File: src/rtl/psx_irq_dispatch_if.sv
// Signal bundle between the interrupt dispatcher, the interrupt controller and the CPU pipeline.
// The master side drives the controller/COP0/pipeline inputs; the slave side is the dispatcher.
interface psx_irq_dispatch_if;
  logic [31:0] stat_i;
  logic [31:0] mask_i;
  logic        sr_iec;
  logic [7:0]  sr_im;
  logic [1:0]  cause_sw;
  logic        exc_ack;
  logic        rfe;
  logic        exc_req;
  logic [7:0]  cause_ip;
  logic [3:0]  irq_id;
  logic [15:0] irq_count;

  modport master (
    output stat_i, mask_i, sr_iec, sr_im, cause_sw, exc_ack, rfe,
    input  exc_req, cause_ip, irq_id, irq_count
  );

  modport slave (
    input  stat_i, mask_i, sr_iec, sr_im, cause_sw, exc_ack, rfe,
    output exc_req, cause_ip, irq_id, irq_count
  );
endinterface

File: src/rtl/psx_irq_dispatch.sv
// Merges PSX I_STAT/I_MASK with COP0 software bits into Cause.IP and requests the
// interrupt exception, holding off re-requests until RFE plus a short guard interval.
//
// state   | meaning
// IDLE    | no request outstanding, waiting for an enabled pending source
// REQ     | exc_req asserted, waiting for the pipeline to take the exception
// HANDLER | exception taken, waiting for the handler's RFE
// HOLD    | guard interval after RFE before a new request is allowed
module psx_irq_dispatch #(
  parameter int          NUM_IRQ  = 11,
  parameter int          HOLDOFF  = 2,
  parameter logic [15:0] CNT_INIT = 16'h0000
) (
  input logic            sys_clk,
  input logic            rst,
  psx_irq_dispatch_if.slave bus
);

  localparam int CW = (HOLDOFF > 2) ? $clog2(HOLDOFF) : 1;
  localparam logic [CW-1:0] HO_LOAD = CW'((HOLDOFF > 0) ? HOLDOFF - 1 : 0);

  typedef enum logic [1:0] {IDLE, REQ, HANDLER, HOLD} state_t;

  state_t            state_q, state_d;
  logic [CW-1:0]     cnt_q, cnt_d;
  logic [15:0]       count_q, count_d;
  logic              hw_pending_q;
  logic [3:0]        irq_id_q, id_d;
  logic [NUM_IRQ-1:0] pend_vec;
  logic [7:0]        cause_ip;
  logic              active;
  logic              unused_hi;

  assign pend_vec  = bus.stat_i[NUM_IRQ-1:0] & bus.mask_i[NUM_IRQ-1:0];
  assign unused_hi = ^{bus.stat_i[31:NUM_IRQ], bus.mask_i[31:NUM_IRQ]};

  assign cause_ip = {5'b00000, hw_pending_q, bus.cause_sw};
  assign active   = bus.sr_iec & (|(cause_ip & bus.sr_im));

  // Lowest-numbered line wins; scan from the top so the last hit is the lowest.
  always_comb begin
    id_d = 4'hF;
    for (int i = NUM_IRQ - 1; i >= 0; i--) begin
      if (pend_vec[i]) id_d = 4'(i);
    end
  end

  always_ff @(posedge sys_clk or posedge rst) begin
    if (rst) begin
      state_q      <= IDLE;
      cnt_q        <= '0;
      count_q      <= CNT_INIT;
      hw_pending_q <= 1'b0;
      irq_id_q     <= 4'hF;
    end else begin
      state_q      <= state_d;
      cnt_q        <= cnt_d;
      count_q      <= count_d;
      hw_pending_q <= |pend_vec;
      irq_id_q     <= id_d;
    end
  end

  always_comb begin
    state_d = state_q;
    cnt_d   = cnt_q;
    count_d = count_q;
    case (state_q)
      IDLE: begin
        if (active) state_d = REQ;
      end
      REQ: begin
        // Ack takes priority over a simultaneous withdrawal: the pipeline already committed.
        if (bus.exc_ack) begin
          state_d = HANDLER;
          if (count_q != 16'hFFFF) count_d = count_q + 16'd1;
        end else if (!active) begin
          state_d = IDLE;
        end
      end
      HANDLER: begin
        if (bus.rfe) begin
          if (HOLDOFF == 0) begin
            state_d = IDLE;
          end else begin
            state_d = HOLD;
            cnt_d   = HO_LOAD;
          end
        end
      end
      HOLD: begin
        if (cnt_q == '0) state_d = IDLE;
        else             cnt_d   = cnt_q - 1'b1;
      end
      default: state_d = IDLE;
    endcase
  end

  assign bus.exc_req   = (state_q == REQ);
  assign bus.cause_ip  = cause_ip;
  assign bus.irq_id    = irq_id_q;
  assign bus.irq_count = count_q;

endmodule

File: src/flat_wrapper.sv
// flat-port wrapper written by rule: the top's interface ports become plain ports
module psx_irq_dispatch_flat 
#(
  parameter int          NUM_IRQ  = 11,
  parameter int          HOLDOFF  = 2,
  parameter logic [15:0] CNT_INIT = 16'h0000
)
  (sys_clk, rst, bus_stat_i, bus_mask_i, bus_sr_iec, bus_sr_im, bus_cause_sw, bus_exc_ack, bus_rfe, bus_exc_req, bus_cause_ip, bus_irq_id, bus_irq_count);
  psx_irq_dispatch_if bus_i ();
  input logic sys_clk;
  input logic rst;
  input wire logic [$bits(bus_i.stat_i)-1:0] bus_stat_i;
  input wire logic [$bits(bus_i.mask_i)-1:0] bus_mask_i;
  input wire logic [$bits(bus_i.sr_iec)-1:0] bus_sr_iec;
  input wire logic [$bits(bus_i.sr_im)-1:0] bus_sr_im;
  input wire logic [$bits(bus_i.cause_sw)-1:0] bus_cause_sw;
  input wire logic [$bits(bus_i.exc_ack)-1:0] bus_exc_ack;
  input wire logic [$bits(bus_i.rfe)-1:0] bus_rfe;
  output wire logic [$bits(bus_i.exc_req)-1:0] bus_exc_req;
  output wire logic [$bits(bus_i.cause_ip)-1:0] bus_cause_ip;
  output wire logic [$bits(bus_i.irq_id)-1:0] bus_irq_id;
  output wire logic [$bits(bus_i.irq_count)-1:0] bus_irq_count;
  assign bus_i.stat_i = bus_stat_i;
  assign bus_i.mask_i = bus_mask_i;
  assign bus_i.sr_iec = bus_sr_iec;
  assign bus_i.sr_im = bus_sr_im;
  assign bus_i.cause_sw = bus_cause_sw;
  assign bus_i.exc_ack = bus_exc_ack;
  assign bus_i.rfe = bus_rfe;
  assign bus_exc_req = bus_i.exc_req;
  assign bus_cause_ip = bus_i.cause_ip;
  assign bus_irq_id = bus_i.irq_id;
  assign bus_irq_count = bus_i.irq_count;
  psx_irq_dispatch #(.NUM_IRQ(NUM_IRQ), .HOLDOFF(HOLDOFF), .CNT_INIT(CNT_INIT)) u_core (.sys_clk(sys_clk), .rst(rst), .bus(bus_i));
endmodule
File: config.mk
export PLATFORM = sky130hd
export DESIGN_NAME = psx_irq_dispatch_flat
export DESIGN_NICKNAME = d
export VERILOG_FILES = /design/src/rtl/psx_irq_dispatch_if.sv /design/src/rtl/psx_irq_dispatch.sv /design/src/flat_wrapper.sv
export SDC_FILE = /design/constraint.sdc
export NUM_CORES = 1
export LEC_CHECK = 0
export CAP_MARGIN = 0
export CORE_UTILIZATION = 32
export CTS_CLUSTER_DIAMETER = 40
export DETAILED_ROUTE_END_ITERATION = 7
export PLACE_DENSITY_LB_ADDON = 0.08
export SLEW_MARGIN = 20
export SYNTH_ARGS = -nofsm -noshare
export SYNTH_HDL_FRONTEND = slang
export SYNTH_SLANG_ARGS = --single-unit
File: constraint.sdc
create_clock -name sys_clk -period 1.9 [get_ports sys_clk]
set_input_delay 0.285 -clock sys_clk [delete_from_list [all_inputs] [get_ports sys_clk]]
set_output_delay 0.285 -clock sys_clk [all_outputs]
set_load 0.01 [all_outputs]
After elaboration in Yosys (flattened, before gate mapping)
Cells that the tools add are included.

word-level totals
  register bits = 24
  latch bits = 0
  bits in writable memories = 0
  ROM bits = 0
  bits of input ports = 79
  output and inout port bits = 29
  logic and storage cells = 45
  memories kept = 0

operators by class
  $add $sub $neg = 2
  $mul = 0
  div/mod/pow operators = 0
  order comparisons = 0
  eq/ne operators = 8
  shift operators = 0
  multiplexer cells = 20
  bitwise logic cells = 3
  reduce and logical (&&, ||, !) cells = 7

operator list
  operator                                                         number
  4-bit two-way mux                                                8
  16-bit by 1-bit adder with 16-bit output, second input constant  1
  16-bit != test, second input constant                            1
  11-bit AND                                                       1
  11-bit OR reduction                                              1
  2-bit two-way mux                                                5
  3-bit two-way mux                                                3
  3-bit by 8-bit AND with 8-bit output                             1
  2-bit case mux with 4 select lines                               1
  8-bit OR reduction                                               1
  2-bit == test, second input constant                             2
  2-bit != test, second input constant                             2
  4-bit AND reduction                                              1
  3-bit != test, second input constant                             1
  3-bit AND reduction                                              1
  2-bit by 1-bit == test with 1-bit output, second input constant  1
  2-bit zero test                                                  1
  1-bit two-way mux                                                2
  2-bit by 1-bit != test with 1-bit output, second input constant  1
  1-bit case mux with 2 select lines                               1
  2-bit AND reduction                                              1
  2-bit nonzero test                                               1
  1-bit AND                                                        1
  1-bit subtractor, second input constant                          1

Longest topological paths before layout
Gate-level depths: netlist (run 1).

  depth in word-level cells = 12
  gate-level depth with buffers = 6
  gate-level depth less buffers = 6

Worst setup path before layout (run 1)
Ideal clock, no wire load.

  path type = flip-flop to flip-flop
  from = register u_core.count_q[0], in the netlist u_core.bus.irq_count[0]
  to = register u_core.count_q[1], in the netlist u_core.bus.irq_count[1]
  library setup time = 0.125 ns
  arrival = 1.428 ns
  setup slack = 0.347 ns
  stages on the path, launching flop included = 6
  path through = dfrtp_1 > ha_1 > nand4_1 > nor2_1 > a21oi_2 > mux2_2

on the way
  longest elaborated chain between the ends = 2
  elaborated cells on any way between the ends = 3
  those cells by class = add/sub (1); eq/ne (1); reduce/logical (1)

ends and longest elaborated chain
  element                                                                           RTL line                source
  from (decl)                                                                       psx_irq_dispatch.sv:26  logic [15:0] count_q, count_d;
  from (signal assigned)                                                            psx_irq_dispatch.sv:58  count_q <= count_d;
  branches (longest 2 deep; another with 16-bit by 1-bit adder with 16-bit output)  --

Parallel ways; which one is timed is not known.
A chain may end at the register's enable or synchronous reset.

==> results of run 1 <==
power by group:
group	switching (mW)	total, mW	internal (mW)
Combinational	0.193	0.465	0.271
Sequential	0.0935	0.693	0.600
Clock	0.157	0.307	0.150
metal layers:
layer  GRT usage (%)  share of wire [%]  vias to the layer above
met5               0                  0                        -
met4           4.891                1.3                        0
met3           4.310                4.9                        5
met2           21.43                 47                       33
met1           18.75                 47                      531
li1                -                  -                      559
kinds of logic after synthesis:
kind of cell / Yosys count / synth area share [%]
xor+xnor: 11 / 7.389
compound gates: 22 / 11.13
simple gates: 55 / 24.28
fa+ha+maj: 1 / 0.9595
buf+inv: 11 / 5.758
flops: 24 / 46.45
mux: 4 / 3.742
other cells: 1 / 0.2876
metrics by stage:
step | instances | worst slack [ns] | util (%) | instance area (um^2) | hold slack, ns
CTS | 233 | 0.1390 | 50.96 | 1922 | 0.3602
global placement | 229 | 0.08732 | 49.77 | 1877 | 0.4820
global route | 233 | 0.08951 | 50.96 | 1922 | 0.3956
floorplan | 133 | 0.3472 | - | 1319 | 0.2967
detailed placement | 229 | 0.08444 | 49.77 | 1877 | 0.5080
finish | 233 | 0.1638 | 50.96 | 1922 | 0.3532
state kept, by name, indices dropped and copies added, names as in the netlist, named ones only:
signal and count:
u_core.cnt_q 1, u_core.bus.irq_id 4, u_core.state_q 1, u_core.bus.irq_count 16, u_core.hw_pending_q 1
worst max-delay path, delay by kind of cell, from the launching register on:
| family | cells | cell delay (ns) |
|---|---|---|
| flops | 1 | 0.38 |
| buf+inv | 2 | 0.70 |
| simple gates | 1 | 0.11 |
cells in the final DEF (no fill, tap or decap), types with 2 or more instances in the layout:
cell type,count
buf_4,2
dfstp_2,4
nand3_1,9
inv_1,2
nand3b_1,2
nor2_1,8
and2_1,2
nand2b_1,2
dfrtp_1,20
mux2_2,3
nand3_2,2
clkdlybuf4s50_1,55
o21ai_0,3
xnor2_1,6
a222oi_1,2
nand2_1,15
a31oi_1,2
a21oi_1,8
xor2_1,5
nand4_1,3
a22oi_1,2
and3_1,2
conb_1,5
clkbuf_8,3
worst paths after layout:
| check | startpoint | endpoint | depth (start not counted) |
|---|---|---|---|
| worst min-delay path | rst | u_core.hw_pending_q | 3 |
| max in group asynchronous | rst | u_core.bus.irq_id[0] | 3 |
| worst max register to register | u_core.bus.irq_count[0] | u_core.bus.irq_count[1] | 5 |
| worst min register to register | u_core.bus.irq_count[8] | u_core.bus.irq_count[8] | 1 |
| worst max-delay path | register | bus_exc_req | 3 |
| min in group sys_clk | u_core.bus.irq_count[8] | u_core.bus.irq_count[8] | 1 |
layout make-up:
type / instances / area share [%]
multi-input cells: 98 / 33.20
flip-flops and latches: 24 / 31.51
repair buffers: 57 / 29.43
well taps: 48 / 3.125
clock buffers: 4 / 2.344
inverters: 2 / 0.3906
==> key figures, run 1 <==
Floorplanning
  – Die area: 4334 um^2
  – Die Width: 65.83 um
  – Chip height: 65.83 um
  – CORE AREA: 3771 um^2
  – I/O pin total: 108
  – Rows: 22
  – Initial Util: 34.57%

Logic synthesis
  – Count of cell types in the netlist: 39
  – Seq/Total Area, Yosys: 46.45%
  – Post-Syn Area per Cell: 10.11 um^2
  – Mapped Cells: 129
  – Ys Warns: 0
  – Top post-synthesis cells by area: dfrtp_1 (38%), dfstp_2 (8.1%), buf_4 (5.2%)
  – FFs w/ async S/R, synth: 100.0%
  – Post-synth top area share: 38.39%
  – Post-synth top area cell: dfrtp_1
  – Main synth FF type: dfrtp_1
  – Flops & latches, synth: 24
  – Most frequent cell after synthesis: dfrtp_1
  – Post-synth top cells: dfrtp_1 (20), nand2_1 (15), buf_4 (9), nand3_1 (9)
  – Post-synth EDFFs: 0
  – Area of the mapped netlist: 1304 um^2

Worst setup path
  – R2R setup slack: 0.20 ns
  – Required time of the critical path: 1.62 ns
  – Crit-path max FO: 8
  – CP endpoint kind: primary output
  – Worst setup SP type: register
  – Crit-path cells: buf_4 -> nor2b_1 -> clkdlybuf4s50_1
  – CP arrival: 1.45 ns
  – Max stage delay cell, worst path: clkdlybuf4s50_1
  – CP Class: reg -> out
  – CP max stage delay: 0.54 ns

Final layout
  – # fillers: 341
  – Layout cells sized above 1: 11.89%
  – Register area: 605.6 um^2
  – Area Growth Syn to Fin: 47.41%
  – Multi-input gate area: 638.1 um^2
  – Diode count: 0
  – Fin nets: 266

Detailed routing
  – Vias: 1128
  – Post-route DRC: 0
  – Drt wl/cell: 12.48 um
  – DRT antenna net count: 0
  – Final WL: 2.909 mm
  – DR pass1 iterations: 4
  – Via density per instance: 4.841
  – Initial drt markers: 49

Status
  – Status: finished clean

CTS
  – Post CTS Setup Buffer Count: 0
  – Reg clk slew, reported paths: 0.08 ns
  – CTS Buf Count: 3
  – CTS root buffer: clkbuf_8
  – Hold buffers post-CTS: 0
  – H-Tree Depth: 1
  – Post_cts resized: 0
  – Maximum clock path buffer count: 2
  – CTS tree: built
  – Worst-Skew Late Latency: 0.27 ns
  – Clock sinks: 24

Place
  – DPL Wire Length: 2.252 mm
  – RePlAce Congestion: 0.8105
  – I/O Buffers: 55

STA
  – Setup TNS: 0 ns
  – Min Tclk post-route: 1.736 ns
  – Unrepaired setup endpoints after global routing: false
  – Final setup fails: 0
  – Final Hold Violating Endpoints: 0
  – Pins Over Slew Limit: 0
  – Final period util: 91.38%
  – Clock Skew: 0.006407 ns
  – F_max: 576.0 MHz

Global route
  – Overflow after GRT: 0
  – Tot GR Track Use: 14.09%
  – Largest net degree at the start of global routing: 25
  – Number of global-route vias before repair: 1066
  – First-pass GRT wire length: 4.636 mm
  – Antenna violations before repair: 0

Power
  – Pwr Total: 1.465 mW
  – PD cells: 762.3 nW/um^2
  – Worst VDD drop: 672.0 uV
  – LEAKAGE: 0.8101 nW

Min path
  – Hold Crit Class: in -> async

Run
  – Max-Cap Viols: 0
No activity file was read; power rests on OpenSTA's default activity.
==> run 2: changes to the inputs <==
--- a/config.mk
+++ b/config.mk
@@ -9,6 +9,7 @@
 export CORE_UTILIZATION = 32
 export CTS_CLUSTER_DIAMETER = 40
 export DETAILED_ROUTE_END_ITERATION = 7
+export GPL_TIMING_DRIVEN = 0
 export PLACE_DENSITY_LB_ADDON = 0.08
 export SLEW_MARGIN = 20
 export SYNTH_ARGS = -nofsm -noshare
==> run 2 against run 1 <==
Effect of this change: fmax grew 1.6%; utilization up 1.7 points; die area did not move; critical path depth increased by 2; worst hold slack improved by 0.15 ns; global-route usage down 0.13 points; largest cell class unchanged; clock-buffer cell count stayed put; power increased by 2.8%; cell area rose by 3.3%; sequential power about the same.
==> key figures, run 2 (synthesized netlist as in run 1, its figures left out) <==
Status
  – Status: finished clean

Floorplanning
  – Die Width: 65.83 um (unchanged)
  – Die area: 4334 um^2 (unchanged)
  – CORE AREA: 3771 um^2 (unchanged)
  – Chip height: 65.83 um (unchanged)
  – I/O pin total: 108 (unchanged)
  – Rows: 22 (unchanged)
  – Initial Util: 34.57% (unchanged)

Detailed routing
  – Drt wl/cell: 11.91 um (-4.6%)
  – Final WL: 2.859 mm (-1.7%)
  – Vias: 1140 (+1.1%)
  – DRT antenna net count: 0 (unchanged)
  – Post-route DRC: 0 (unchanged)
  – Via density per instance: 4.750 (-1.9%)
  – Initial drt markers: 69 (+41%)
  – DR pass1 iterations: 5 (+1)

Global route
  – Largest net degree at the start of global routing: 25 (unchanged)
  – First-pass GRT wire length: 4.664 mm (+0.60%)
  – Number of global-route vias before repair: 1065 (-0.094%)
  – Antenna violations before repair: 0 (unchanged)
  – Overflow after GRT: 0 (unchanged)
  – Tot GR Track Use: 13.97% (-0.13 points)

STA
  – Pins Over Slew Limit: 0 (unchanged)
  – Setup TNS: 0 ns (unchanged)
  – Final Hold Violating Endpoints: 0 (unchanged)
  – Measured slew at the worst slew-check pin: 0.8816 ns
  – Relative slew margins: 41.17%
  – Clock Skew: 0.002452 ns (-0.003955 ns)
  – Unrepaired setup endpoints after global routing: false
  – F_max: 584.9 MHz (+1.6%)
  – Worst hold margin: 0.5071 ns (+0.1538 ns)
  – Final period util: 89.98% (-1.4 points)
  – Final setup fails: 0 (unchanged)
  – Min Tclk post-route: 1.710 ns (-0.02652 ns)

Worst setup path
  – Worst setup SP type: register
  – CP endpoint kind: register
  – CP max stage delay: 0.44 ns (-0.10 ns)
  – Max stage delay cell, worst path: dfrtp_1
  – Worst path bufs/invs: 0 (-2)
  – Crit-path leading delay family: flip-flops
  – Crit-path max FO: 7 (-1)
  – CP Class: reg -> reg
  – Crit-path cells: ha_1 -> nand4_1 -> nor2_1 -> a21oi_2 -> mux2_2
  – Required time of the critical path: 2.05 ns (+0.43 ns)
  – CP arrival: 1.86 ns (+0.41 ns)

CTS
  – Post CTS Setup Buffer Count: 0 (unchanged)
  – Reg clk slew, reported paths: 0.08 ns (about the same)
  – CTS root buffer: clkbuf_8
  – H-Tree Depth: 1 (unchanged)
  – CTS Buf Count: 3 (unchanged)
  – Worst-Skew Late Latency: 0.26 ns (about the same)
  – Post_cts resized: 0 (unchanged)
  – Maximum clock path buffer count: 2 (unchanged)
  – Clock sinks: 24 (unchanged)
  – CTS tree: built
  – Hold buffers post-CTS: 0 (unchanged)

Final layout
  – Area Growth Syn to Fin: 52.21%
  – Fin nets: 273 (+2.6%)
  – Post-layout instance area: 1984 um^2 (+3.3%)
  – Commonest non-fill, non-tap cell in the layout: clkdlybuf4s50_1
  – Max FFs per register: 16 (unchanged)
  – Layout cells sized above 1: 15.63% (+3.7 points)
  – Final Util: 52.62% (+1.7 points)
  – Commonest cells after routing, fill and taps aside: clkdlybuf4s50_1 (55), dfrtp_1 (20), nand2_1 (15), nand3_1 (9), buf_4 (9)
  – Diode count: 0 (unchanged)

Place
  – Post-DP Area: 1929 um^2 (+2.8%)
  – DPL Wire Length: 2.228 mm (-1.1%)
  – I/O Buffers: 55 (unchanged)
  – RePlAce Congestion: 0.8085 (-0.25%)

Power
  – Worst VDD drop: 628.6 uV (-6.5%)
  – LEAKAGE: 0.8524 nW (+5.2%)
  – PD cells: 758.7 nW/um^2 (-0.47%)

Run
  – Max-Cap Viols: 0 (unchanged)

Min path
  – Hold Crit Class: in -> async
-- run 2: cell count changes in the layout (fill, tap and decap cells not counted) --
cell      change
buf_4         +7
clkbuf_1      -1
clkbuf_8      +1
-- run 2: power breakdown --
part	switching (mW)	internal [mW]	leakage, nW
logic	0.194	0.281	0.520
registers	0.0956	0.599	0.303
clock network	0.152	0.185	0.0288
total	0.441	1.06	0.852
-- run 2: cell type report --
cell class	count	area [um^2]
fill	336	1787
multi-input combinational	98	638.1
sequential	24	605.6
timing repair buffer	55	550.5
buffer	9	67.56
tap	48	60.06
clock buffer	4	55.05
inverter	2	7.507
-- run 2: per-stage QoR --
step	setup WS [ns]	power (mW)	std cells
6_report	0.1903	1.506	240
5_1_grt	0.02540	1.599	240
4_1_cts	0.1912	1.525	240
3_5_place_dp	0.1023	1.175	236
3_3_place_gp	0.09310	1.162	236
2_1_floorplan	0.3472	0.9271	133
-- run 2: path summary, 6_finish.rpt --
path / end / start / slack (ns) / depth (start not counted)
min in group sys_clk: u_core.bus.irq_count[6] / u_core.bus.irq_count[6] / 0.51 / 1
worst min-delay path: u_core.bus.irq_count[13] / rst / 0.51 / 2
max in group asynchronous: u_core.bus.irq_count[7] / rst / 0.85 / 2
worst max-delay path: u_core.bus.irq_count[1] / u_core.bus.irq_count[0] / 0.19 / 5
worst max register to register: u_core.bus.irq_count[1] / u_core.bus.irq_count[0] / 0.19 / 5
worst min register to register: u_core.bus.irq_count[6] / u_core.bus.irq_count[6] / 0.51 / 1
-- run 2: layer usage --
| metal | wire [um] | global-route usage, % |
|---|---|---|
| met1 | 1295 | 17.94 |
| met2 | 1378 | 22.07 |
| met3 | 161 | 4.483 |
| met4 | 23 | 4.348 |
| met5 | 0 | 0 |
